===== src/rtl/jtframe_dwnld_pkg.sv =====
// Shared types for the ROM download path: bank map, byte-lane masks, FIFO entry.
// Latency: n/a (types, constants and one combinational helper).
// Backpressure: n/a.
package jtframe_dwnld_pkg;

    // Default first byte address of each SDRAM bank in the download stream
    localparam logic [24:0] BA1_START_DEF = 25'h10_0000;
    localparam logic [24:0] BA2_START_DEF = 25'h20_0000;
    localparam logic [24:0] BA3_START_DEF = 25'h30_0000;

    // Word-address width carried through the FIFO
    localparam int PROG_AW = 23;

    // Byte masks, active low: bit 0 guards the low byte
    localparam logic [1:0] MASK_LO = 2'b10;  // even byte only
    localparam logic [1:0] MASK_HI = 2'b01;  // odd byte only
    localparam logic [1:0] MASK_W  = 2'b00;  // full 16-bit word

    // One queued SDRAM write
    typedef struct packed {
        logic [1:0]         ba;
        logic [PROG_AW-1:0] addr;
        logic [15:0]        data;
        logic [1:0]         mask;
    } prog_entry_t;

    // Where a single download byte lands
    typedef struct packed {
        logic [1:0]         ba;
        logic [PROG_AW-1:0] word;
        logic               lane;
    } byte_loc_t;

    typedef enum logic {
        ST_IDLE = 1'b0,
        ST_WAIT = 1'b1
    } prog_st_t;

    // Bank select by threshold, then offset within the bank split into word/lane
    function automatic byte_loc_t map_byte(
        input logic [24:0] addr,
        input logic [24:0] ba1_start,
        input logic [24:0] ba2_start,
        input logic [24:0] ba3_start
    );
        byte_loc_t        loc;
        logic [24:0]      start;
        logic [PROG_AW:0] off;
        if (addr >= ba3_start) begin
            loc.ba = 2'd3;
            start  = ba3_start;
        end else if (addr >= ba2_start) begin
            loc.ba = 2'd2;
            start  = ba2_start;
        end else if (addr >= ba1_start) begin
            loc.ba = 2'd1;
            start  = ba1_start;
        end else begin
            loc.ba = 2'd0;
            start  = '0;
        end
        off      = (PROG_AW+1)'(addr - start);
        loc.word = off[PROG_AW:1];
        loc.lane = off[0];
        return loc;
    endfunction

endpackage


===== src/rtl/jtframe_ioctl_fifo.sv =====
// Single-clock FIFO with registered storage and show-ahead read data.
// Latency: a push is visible at pop_dat (empty=0) the cycle after the push.
// Backpressure: push while full is ignored (caller detects via full); pop while empty is ignored.
module jtframe_ioctl_fifo #(
    parameter int DW = 8,
    parameter int AW = 2
) (
    input  logic          clk,
    input  logic          rst,
    input  logic          push_vld,
    input  logic [DW-1:0] push_dat,
    input  logic          pop_rdy,
    output logic [DW-1:0] pop_dat,
    output logic          full,
    output logic          empty
);

    localparam int DEPTH = 2**AW;

    logic [DW-1:0] mem [DEPTH];
    logic [AW:0]   wr_ptr;
    logic [AW:0]   rd_ptr;
    logic          do_push;
    logic          do_pop;

    // Extra pointer bit tells full from empty when the indices coincide
    assign empty   = (wr_ptr == rd_ptr);
    assign full    = (wr_ptr[AW] != rd_ptr[AW]) && (wr_ptr[AW-1:0] == rd_ptr[AW-1:0]);
    assign do_push = push_vld && !full;
    assign do_pop  = pop_rdy && !empty;
    assign pop_dat = mem[rd_ptr[AW-1:0]];

    // Pointer update; reset discards any queued entries
    always_ff @(posedge clk or posedge rst) begin
        if (rst) begin
            wr_ptr <= '0;
            rd_ptr <= '0;
        end else begin
            if (do_push) wr_ptr <= wr_ptr + 1'b1;
            if (do_pop)  rd_ptr <= rd_ptr + 1'b1;
        end
    end

    // Storage needs no reset: pointers alone decide what is valid
    always_ff @(posedge clk) begin
        if (do_push) mem[wr_ptr[AW-1:0]] <= push_dat;
    end

endmodule


===== src/rtl/jtframe_ioctl_pack.sv =====
// Packs the loader byte stream into banked 16-bit SDRAM writes and drives prog_*.
// Latency: FIFO push in cycle N raises prog_we in cycle N+1 when idle (pair: 2 cycles after odd byte).
// Backpressure: none toward the loader; a full FIFO drops the entry and sets sticky overflow.
module jtframe_ioctl_pack
    import jtframe_dwnld_pkg::*;
#(
    parameter int          SDRAMW    = 23,
    parameter logic [24:0] BA1_START = BA1_START_DEF,
    parameter logic [24:0] BA2_START = BA2_START_DEF,
    parameter logic [24:0] BA3_START = BA3_START_DEF,
    parameter int          FIFO_AW   = 2
) (
    input  logic              clk,
    input  logic              rst,
    input  logic              downloading,
    input  logic [24:0]       ioctl_addr,
    input  logic [7:0]        ioctl_dout,
    input  logic              ioctl_wr,
    output logic [SDRAMW-1:0] prog_addr,
    output logic [15:0]       prog_data,
    output logic [1:0]        prog_mask,
    output logic [1:0]        prog_ba,
    output logic              prog_we,
    input  logic              prog_rdy,
    output logic              dwnld_busy,
    output logic              overflow
);

    // Download window edges
    logic dl_q;
    logic dl_rise;
    logic dl_fall;

    // Pending even byte waiting for its odd partner
    logic               hold_vld;
    logic [1:0]         hold_ba;
    logic [PROG_AW-1:0] hold_word;
    logic [7:0]         hold_byte;

    byte_loc_t   loc;
    prog_entry_t held_entry;
    prog_entry_t push_dat;
    prog_entry_t pop_dat;
    logic        push_vld;
    logic        hold_load;
    logic        hold_clr;
    logic        same_word;

    logic        fifo_full;
    logic        fifo_empty;
    logic        fifo_pop;

    prog_st_t    st;
    logic        busy_q;
    logic        all_idle;

    assign dl_rise = downloading && !dl_q;
    assign dl_fall = !downloading && dl_q;

    // Remember last downloading level for edge detection
    always_ff @(posedge clk or posedge rst) begin
        if (rst) dl_q <= 1'b0;
        else     dl_q <= downloading;
    end

    // Locate the incoming byte and decide what, if anything, goes into the FIFO
    always_comb begin
        loc = map_byte(ioctl_addr, BA1_START, BA2_START, BA3_START);

        held_entry.ba   = hold_ba;
        held_entry.addr = hold_word;
        held_entry.data = {hold_byte, hold_byte};
        held_entry.mask = MASK_LO;

        same_word = hold_vld && (hold_ba == loc.ba) && (hold_word == loc.word);

        push_vld  = 1'b0;
        push_dat  = held_entry;
        hold_load = 1'b0;
        hold_clr  = 1'b0;

        if (ioctl_wr) begin
            if (loc.lane) begin
                // Odd byte always produces exactly one push and empties the hold
                push_vld = 1'b1;
                hold_clr = hold_vld;
                if (same_word) begin
                    push_dat.data = {ioctl_dout, hold_byte};
                    push_dat.mask = MASK_W;
                end else if (!hold_vld) begin
                    push_dat.ba   = loc.ba;
                    push_dat.addr = loc.word;
                    push_dat.data = {ioctl_dout, ioctl_dout};
                    push_dat.mask = MASK_HI;
                end
                // held but unrelated: the stale even byte goes out, the odd one is lost
            end else begin
                // Even byte displaces any older pending byte
                push_vld  = hold_vld;
                hold_load = 1'b1;
            end
        end else if (dl_fall && hold_vld) begin
            // End of download: an unpaired even byte is written alone
            push_vld = 1'b1;
            hold_clr = 1'b1;
        end
    end

    // Hold register for the pending even byte
    always_ff @(posedge clk or posedge rst) begin
        if (rst) begin
            hold_vld  <= 1'b0;
            hold_ba   <= '0;
            hold_word <= '0;
            hold_byte <= '0;
        end else if (hold_load) begin
            hold_vld  <= 1'b1;
            hold_ba   <= loc.ba;
            hold_word <= loc.word;
            hold_byte <= ioctl_dout;
        end else if (hold_clr) begin
            hold_vld  <= 1'b0;
        end
    end

    // Sticky drop flag, rearmed at the start of each download
    always_ff @(posedge clk or posedge rst) begin
        if (rst)                       overflow <= 1'b0;
        else if (push_vld && fifo_full) overflow <= 1'b1;
        else if (dl_rise)              overflow <= 1'b0;
    end

    assign fifo_pop = (st == ST_IDLE) && !fifo_empty;

    jtframe_ioctl_fifo #(
        .DW ($bits(prog_entry_t)),
        .AW (FIFO_AW)
    ) u_fifo (
        .clk      (clk),
        .rst      (rst),
        .push_vld (push_vld),
        .push_dat (push_dat),
        .pop_rdy  (fifo_pop),
        .pop_dat  (pop_dat),
        .full     (fifo_full),
        .empty    (fifo_empty)
    );

    // SDRAM request FSM: one outstanding write, outputs frozen until prog_rdy
    always_ff @(posedge clk or posedge rst) begin
        if (rst) begin
            st        <= ST_IDLE;
            prog_we   <= 1'b0;
            prog_addr <= '0;
            prog_data <= '0;
            prog_mask <= '0;
            prog_ba   <= '0;
        end else begin
            case (st)
                ST_IDLE: begin
                    if (!fifo_empty) begin
                        prog_addr <= SDRAMW'(pop_dat.addr);
                        prog_data <= pop_dat.data;
                        prog_mask <= pop_dat.mask;
                        prog_ba   <= pop_dat.ba;
                        prog_we   <= 1'b1;
                        st        <= ST_WAIT;
                    end
                end
                ST_WAIT: begin
                    // Returning through IDLE guarantees a gap cycle between requests
                    if (prog_rdy) begin
                        prog_we <= 1'b0;
                        st      <= ST_IDLE;
                    end
                end
                default: begin
                    prog_we <= 1'b0;
                    st      <= ST_IDLE;
                end
            endcase
        end
    end

    // Nothing left anywhere in the write path and the loader has finished
    assign all_idle = !downloading && !hold_vld && fifo_empty && (st == ST_IDLE);

    // Busy is set by the download start and released once everything has drained
    always_ff @(posedge clk or posedge rst) begin
        if (rst)           busy_q <= 1'b0;
        else if (dl_rise)  busy_q <= 1'b1;
        else if (all_idle) busy_q <= 1'b0;
    end

    // Drop busy in the very cycle the path becomes idle
    assign dwnld_busy = busy_q && !all_idle;

endmodule


===== config.mk =====
export PLATFORM = sky130hd
export DESIGN_NAME = jtframe_ioctl_pack
export DESIGN_NICKNAME = d
export VERILOG_FILES = /design/src/rtl/jtframe_dwnld_pkg.sv /design/src/rtl/jtframe_ioctl_fifo.sv /design/src/rtl/jtframe_ioctl_pack.sv
export SDC_FILE = /design/constraint.sdc
export NUM_CORES = 1
export LEC_CHECK = 0
export CORE_MARGIN = 2
export CORE_UTILIZATION = 60
export DETAILED_ROUTE_END_ITERATION = 6
export PLACE_DENSITY = 0.87
export SETUP_SLACK_MARGIN = 0.15
export SYNTH_ARGS = -nofsm -noshare
export SYNTH_HDL_FRONTEND = slang
export SYNTH_SLANG_ARGS = --single-unit

===== constraint.sdc =====
create_clock -name clk -period 5.5 [get_ports clk]
set_input_delay 1.375 -clock clk [delete_from_list [all_inputs] [get_ports clk]]
set_output_delay 1.375 -clock clk [all_outputs]
set_load 0.1 [all_outputs]

# Yosys cells after proc, flatten, opt, wreduce, memory -nomap -nowiden
# Memory sizes are Yosys's and may differ from the RTL's. A register that Yosys moved wholly into a read port is not among the register bits.
# Cells that the tools add are included.
# classes
magnitude_cmp,3
add_sub_neg,3
bitwise_logic,2
n_reduce_logical,25
eq_ne,7
mux,32
# op_table
cell,count
$mux 43,3
$ge 25x22->1 const B,2
$mux 22,2
$ge 25x21->1 const B,1
$mux 25,1
$sub 24x24->24,1
$eq 23x23->1,1
$mux 21,1
$mux 1,20
$mux 18,1
$logic_and 1x1->1,14
$add 3x1->3 const B,2
$logic_not 1->1,6
$reduce_bool 2->1,3
$eq 2x2->1,2
$mux 2,2
$ne 2x2->1 const B,2
$pmux 1 s2,2
$reduce_and 2->1,2
$eq 3x3->1,1
$not 1->1,2
$ne 1x1->1,1
# totals
wordCells,84
ff_bits,45
n_memories,1
ramBits,172
output_inout_bits,46
input_bits,38
# memory_table
memory,depth,width,read_ports,rd_ports_with_merged_regs,wr,line,rtl
u_fifo.mem,4,43,1,1,1,jtframe_ioctl_fifo.sv:20,logic [DW-1:0] mem [DEPTH];

# Longest topological paths before layout
# Gate-level depths: netlist of run 1.
# depth
depth_word,10
depth_mapped,9
ltp_nobuf,9

# Cells and area by module
# A second synthesis of run 1 with hierarchy kept.
# unflattened
cells_unflattened,660
hier_area_um2,10921.7
# by_module_without_submodules
mod,area_per_inst_um2,cells_each,seq_area_each_um2,n_inst
jtframe_ioctl_fifo,6713.9,274,5315.1,1
jtframe_ioctl_pack,4207.8,386,2052.0,1

# Worst setup path before layout of run 1
# OpenSTA, ideal clock, no wires.
# synth_path
path_type,input to register
startpoint,input port ioctl_addr[23]
endpoint,"memory u_fifo.mem[0][10] in the netlist's numbering, data pin"
setup_ns,0.190
t_required_ns,5.310
path_slack_ns,1.561
arrival_time_ns,3.749
n_path_buf,0
stages,9
path_cell_list,nor4_4 > inv_1 > ha_1 > fa_1 > xnor2_1 > nor4_1 > nand3_1 > or4_1 > o211ai_1
# synth_lines
element,line,rtl
from (decl),jtframe_ioctl_pack.sv:16,"input logic [24:0] ioctl_addr,"
to (decl),jtframe_ioctl_fifo.sv:20,

==> flow_summary.ini, run 1 <==
[final_layout]
nFillCells = 1063
layout.cells.most_common_list = edfxtp_1 (172), nand2_1 (91), dfrtp_1 (86)
fin_area_mm2 = 0.01267
antenna_cells = 0
syn_to_final_growth_pct = 17.59
final_nets = 786
final_cells = 987
layout_commonest_cell = edfxtp_1
final_layout_size_suffix_gt1_frac = 0.2493

[timing]
fin_tns_setup_ns = 0
finalClockSkew_ns = 0.01393
period_minus_slack_ns = 4.805
max_freq_mhz = 208.1
min_period_over_period = 0.8736
slew_headroom = 0.2138
slew_violations = 0
rsz0062_at_grt = no
tightestPinTransition_ns = 1.177
finalHoldViolCount = 0
setup_viol = 0

[die]
rows = 49
die_w_um = 138.0
fp.dieArea_mm2 = 0.01905
initial_core_util = 0.6061
fp.dieH_um = 138.0
core_mm2 = 0.01778
pin_count = 84

[global_route]
grt.overflow.total = 0
grt_pass1_wl_mm = 35.27
antenna_found_initial = 0
grt_pass1_vias = 6435
grt_max_degree = 51
track_usage = 0.2364

[placed_design]
hpwl_mm = 13.74
place_congestion = 0.8026
io_buffers = 83
post-place-cells = 942
dpl-instance-area_mm2 = 0.01190

[clock_network]
cts_tree = yes
htree_num_levels = 1
clock_sink_count = 260
cts_root_buf = clkbuf_16
cts_setup_buffers = 0
clockBufferDepth = 3
clk_pin_slew_worst_paths_ns = 0.06
clock_latency_ns = 0.51
cts_buffers = 25
ctsResizeCount = 0
holdBufCountCts = 0

[worst_setup_path]
worst_path_max_delay_cell = nor2_1
worstSetupStartpoint = ioctl_addr[23]
cp_max_fo = 10
rrSetupSlack_ns = 2.53
criticalPathCategory = in -> reg
worstReg2RegStart = u_fifo.rd_ptr[2]
endpoint_kind = flop
arrival_ns = 4.98
crit_chain = clkdlybuf4s50_1 > nor4_4 > inv_1 > ha_1 > fa_1 > xnor2_1 > nor4_1 > nand3_1 > nor2_1 > o211ai_1
worstPathRequired_ns = 5.68
crit_path_start_kind = input port
slowest_delay_ns = 0.66

[routing]
vias_per_cell = 6.087
antenna_left = 0
avgRoutedWirePerCell_um = 22.45
drc_errors = 0
firstDrtPassIters = 5
drtIter0Drc = 493
wl_mm = 22.15
num_vias = 6008

[worst_hold_path]
hold_path_class = reg -> reg
worstHoldStart = prog_addr[3]

[logic_synthesis]
yosys_warnings = 0
synthMuxAreaShare = 0.1641
ys_types = 45
synthArstFlopShare = 0.3385
ys_ff_latch = 260
synth_compound_area_frac = 0.03379
syn-num-nets = 690
synth-edff-count = 172
synth_top_family_by_area = multiplexers
synthFlopType = edfxtp_1
syn_avg_cell_area_um2 = 16.73
synth_area_leaders = edfxtp_1 (48%), dfrtp_1 (20%), mux4_2 (9.0%)
synth-simple-area-share = 0.06270
yosysTopAreaCell = edfxtp_1
seq_area_frac_synth = 0.6837
netlist_area_mm2 = 0.01078
synthXorXnorAreaFrac = 0.03077
netlist_instances = 644
yosysTopAreaCellShare = 0.4793
synth-adder-area-share = 0.009986

[power_and_ir_drop]
power_density_mw_per_mm2 = 615.2
ir_drop_mv = 0.6218
p_leak_nw = 4.612

[status]
status = completed

[job]
maxCapViolations = 0
-- kinds of logic (layout without fill, tap and decap cells) --
family,count (synthesis),after routing
adder cells (fa/ha/maj),8,8
flip-flops,260,260
buffers and inverters,39,153
multiplexers,114,114
AND/OR/NAND/NOR,140,140
AO/OA/AOI/OAI,49,49
XOR/XNOR,34,34
-- state kept, by name, indices dropped and copies added, names as in the netlist, 2 cells and up --
register,count
hold_byte,8
u_fifo.rd_ptr,3
u_fifo.wr_ptr,3
prog_data,16
prog_ba,2
u_fifo.mem,172
hold_ba,2
prog_mask,2
prog_addr,23
hold_word,23
-- metrics by stage --
step / hold slack [ns] / utilization / total power, mW / setup WS [ns]
2_1_floorplan: 0.4617 / - / 5.396 / 1.561
3_3_place_gp: 0.4765 / 0.6693 / 6.116 / 0.5443
6_report: 0.5059 / 0.7127 / 7.795 / 0.6950
5_1_grt: 0.5193 / 0.7127 / 8.110 / 0.6346
3_5_place_dp: 0.4944 / 0.6693 / 6.230 / 0.3301
4_1_cts: 0.5070 / 0.7127 / 7.841 / 0.7919
-- area by class of cell --
type / instances / area (um^2) / share of cell area
multi-input cells: 345 / 3268 / 0.2579
clock inverters: 9 / 63.81 / 0.005036
well taps: 229 / 286.5 / 0.02261
inverters: 11 / 42.54 / 0.003357
repair buffers: 97 / 933.4 / 0.07366
clock buffers: 36 / 706.9 / 0.05579
flip-flops and latches: 260 / 7370 / 0.5816
-- worst max-delay path, delay by kind of cell --
family / cells / cell delay (ns)
AOI/OAI and AO/OA: 1 / 0.33
xor gates and xnor gates: 1 / 0.15
adders and majority gates: 2 / 0.75
buffers and inverters: 2 / 0.66
and+or+nand+nor: 4 / 1.72
-- report_power, final --
part           switching [mW]  total [mW]  internal [mW]
combinational            2.22        3.32           1.10
sequential              0.212        2.87           2.66
clock                   0.671        1.60          0.934
total                    3.10        7.79           4.69
-- path summary, 6_finish.rpt --
kind	end	cells after the start
worst max-delay path	u_fifo.mem[2][12]	10
worst min-delay path	prog_addr[3]	1
worst max register to register	u_fifo.mem[1][14]	5
worst min register to register	prog_addr[3]	1
max in group asynchronous	u_fifo.rd_ptr[1]	3
min in group asynchronous	prog_addr[6]	2
-- cells in the mapped netlist (2+ instances only) --
library cell  count
nor4_1            3
inv_1            11
buf_2             6
xor2_2            2
mux2_2           71
o21bai_1          2
nand3_1           9
nand2_1          91
xor2_1           11
o21ai_0           8
ha_1              7
xnor2_1          20
edfxtp_1        172
and2_1            4
o211ai_1          7
or4_1             7
nand2b_1          2
mux4_2           43
nor4_4            2
nor2_1            9
a21o_2            8
dfrtp_1          88
o211a_1           7
nand4_1           4
buf_1             5
nor2b_1           2
a21oi_1          10
clkbuf_1         16
-- routing by layer --
| layer | track usage | share of wire |
|---|---|---|
| met1 | 0.3208 | 0.39 |
| met2 | 0.3966 | 0.51 |
| met3 | 0.04953 | 0.079 |
| met4 | 0.06606 | 0.017 |
| met5 | 0 | 0 |
Power figures use the tool's default switching activity.
==> run 2, diff against run 1 <==
CORE_MARGIN = 4   (was 2)
SLEW_MARGIN = 20   (was unset)
==> flow_summary.ini, run 2 (synthesized netlist as in run 1, its figures left out) <==
[status]
status = completed

[global_route]
grt_pass1_vias = 6592
gr-usage-met1 = 0.3174
track_usage = 0.2367
met3_usage = 0.03360
grt_pass1_wl_mm = 37.14
grt_max_degree = 59
antenna_found_initial = 0
grt.overflow.total = 0
grt_use_met2 = 0.4152
busiest_layer = met2

[power_and_ir_drop]
power_density_mw_per_mm2 = 624.5
p_comb_frac = 0.417
clockPowerShare = 0.224
seq_power_share = 0.359
p_leak_nw = 4.663
internal-power_mw = 4.847
netSwitchingPower_mw = 3.143
ir_drop_mv = 0.6019
p_sw_frac = 0.3933

[routing]
drc_errors = 0
firstDrtPassIters = 5
vias_per_cell = 6.239
antenna_left = 0
avgRoutedWirePerCell_um = 23.64
num_vias = 6152
drtIter0Drc = 748
wl_mm = 23.31

[timing]
period_minus_slack_ns = 4.858
tightestPinTransition_ns = 1.022
max_freq_mhz = 205.8
finalClockSkew_ns = 0.03026
slew_violations = 0
rsz0062_at_grt = no
setup_viol = 0
hold_ws_ns = 0.4979
finalHoldViolCount = 0
fin_tns_setup_ns = 0
slew_headroom = 0.3167
min_period_over_period = 0.8834

[clock_network]
holdBufCountCts = 0
cts_root_buf = clkbuf_16
clk_pin_slew_worst_paths_ns = 0.06
clockBufferDepth = 3
cts_setup_buffers = 0
cts_tree = yes
clock_sink_count = 260
clock_latency_ns = 0.54
htree_num_levels = 1
cts_buffers = 26
ctsResizeCount = 0

[final_layout]
layout_commonest_cell = edfxtp_1
fin_area_mm2 = 0.01279
layout.cells.most_common_list = edfxtp_1 (172), nand2_1 (91), dfrtp_1 (86)
antenna_cells = 0
fin_util = 0.7320
final_cells = 986
largest_reg_flops = 172
final_layout_size_suffix_gt1_frac = 0.2510
syn_to_final_growth_pct = 18.73
final_nets = 787

[die]
initial_core_util = 0.6166
rows = 48
fp.dieH_um = 142.0
die_w_um = 142.0
fp.dieArea_mm2 = 0.02017
core_mm2 = 0.01748
pin_count = 84

[worst_setup_path]
worstPathRequired_ns = 5.68
worstReg2RegStart = u_fifo.rd_ptr[1]
cp_max_fo = 10
worstSetupStartpoint = ioctl_addr[23]
crit_path_start_kind = input port
crit_end = u_fifo.mem[0][13]
criticalPathCategory = in -> reg
arrival_ns = 5.04
endpoint_kind = flop
r2r_end = u_fifo.mem[1][0]
ff2ff_path_depth = 6
rrSetupSlack_ns = 2.21

[placed_design]
io_buffers = 83
place_congestion = 0.8511
hpwl_mm = 14.00
post-place-cells = 937
dpl-instance-area_mm2 = 0.01189

[worst_hold_path]
hold_path_class = reg -> reg

[job]
maxCapViolations = 0
## run 2: cell types whose count changed in the layout (fill, tap and decap cells not counted), sizes merged
cell / delta
clkinv: -4
clkbuf: +3
bufinv: +2
clkinvlp: +1
inv: +1
## run 2: layer usage
| layer | routed length (um) | share of wire |
|---|---|---|
| met5 | 0 | 0 |
| met4 | 470 | 0.020 |
| met3 | 1620 | 0.069 |
| met2 | 12340 | 0.53 |
| met1 | 8883 | 0.38 |
## run 2: how the worst min path moves through the flow
stage	startpoint	end	slack [ns]	depth (start not counted)
after floorplan	u_fifo.wr_ptr[2]	u_fifo.wr_ptr[2]	0.46	1
after global placement	u_fifo.wr_ptr[2]	u_fifo.wr_ptr[2]	0.48	1
after detailed placement	u_fifo.wr_ptr[2]	u_fifo.wr_ptr[2]	0.48	1
after CTS	u_fifo.wr_ptr[2]	u_fifo.wr_ptr[2]	0.50	1
after global routing	u_fifo.wr_ptr[2]	u_fifo.wr_ptr[2]	0.51	1
final	u_fifo.wr_ptr[2]	u_fifo.wr_ptr[2]	0.50	1
## run 2: power by group through the flow
stage                     logic [mW]  registers, mW  clock network, mW
after detailed placement        3.33           2.90                  0
after CTS                       3.35           2.87               1.80
after global routing            3.48           2.91               1.90
after floorplan                 1.30           4.09                  0
final                           3.33           2.87               1.79
after global placement          3.26           2.86                  0
## run 2: critical path, stage by stage
cell	delay, ns
clkdlybuf4s50_1	0.56
nor4_4	0.45
inv_1	0.09
ha_1	0.24
fa_1	0.52
xnor2_1	0.15
nor4_1	0.29
nand3_1	0.36
nor2_1	0.67
o211ai_1	0.33
## run 2: area by class of cell
| cell class | count | area, um^2 |
|---|---|---|
| repair buffers | 97 | 953.4 |
| clock inverters | 9 | 116.4 |
| inverters | 11 | 43.79 |
| well taps | 225 | 281.5 |
| flip-flops and latches | 260 | 7370 |
| fillers | 967 | 4683 |
| clock buffers | 39 | 760.7 |
| multi-input cells | 345 | 3268 |
## run 2: metrics by stage
stage	setup WS, ns	total power, mW
finish	0.6415	7.990
CTS	0.7817	8.027
floorplan	1.561	5.396
global route	0.5034	8.296
global placement	0.5586	6.118
detailed placement	0.3308	6.230
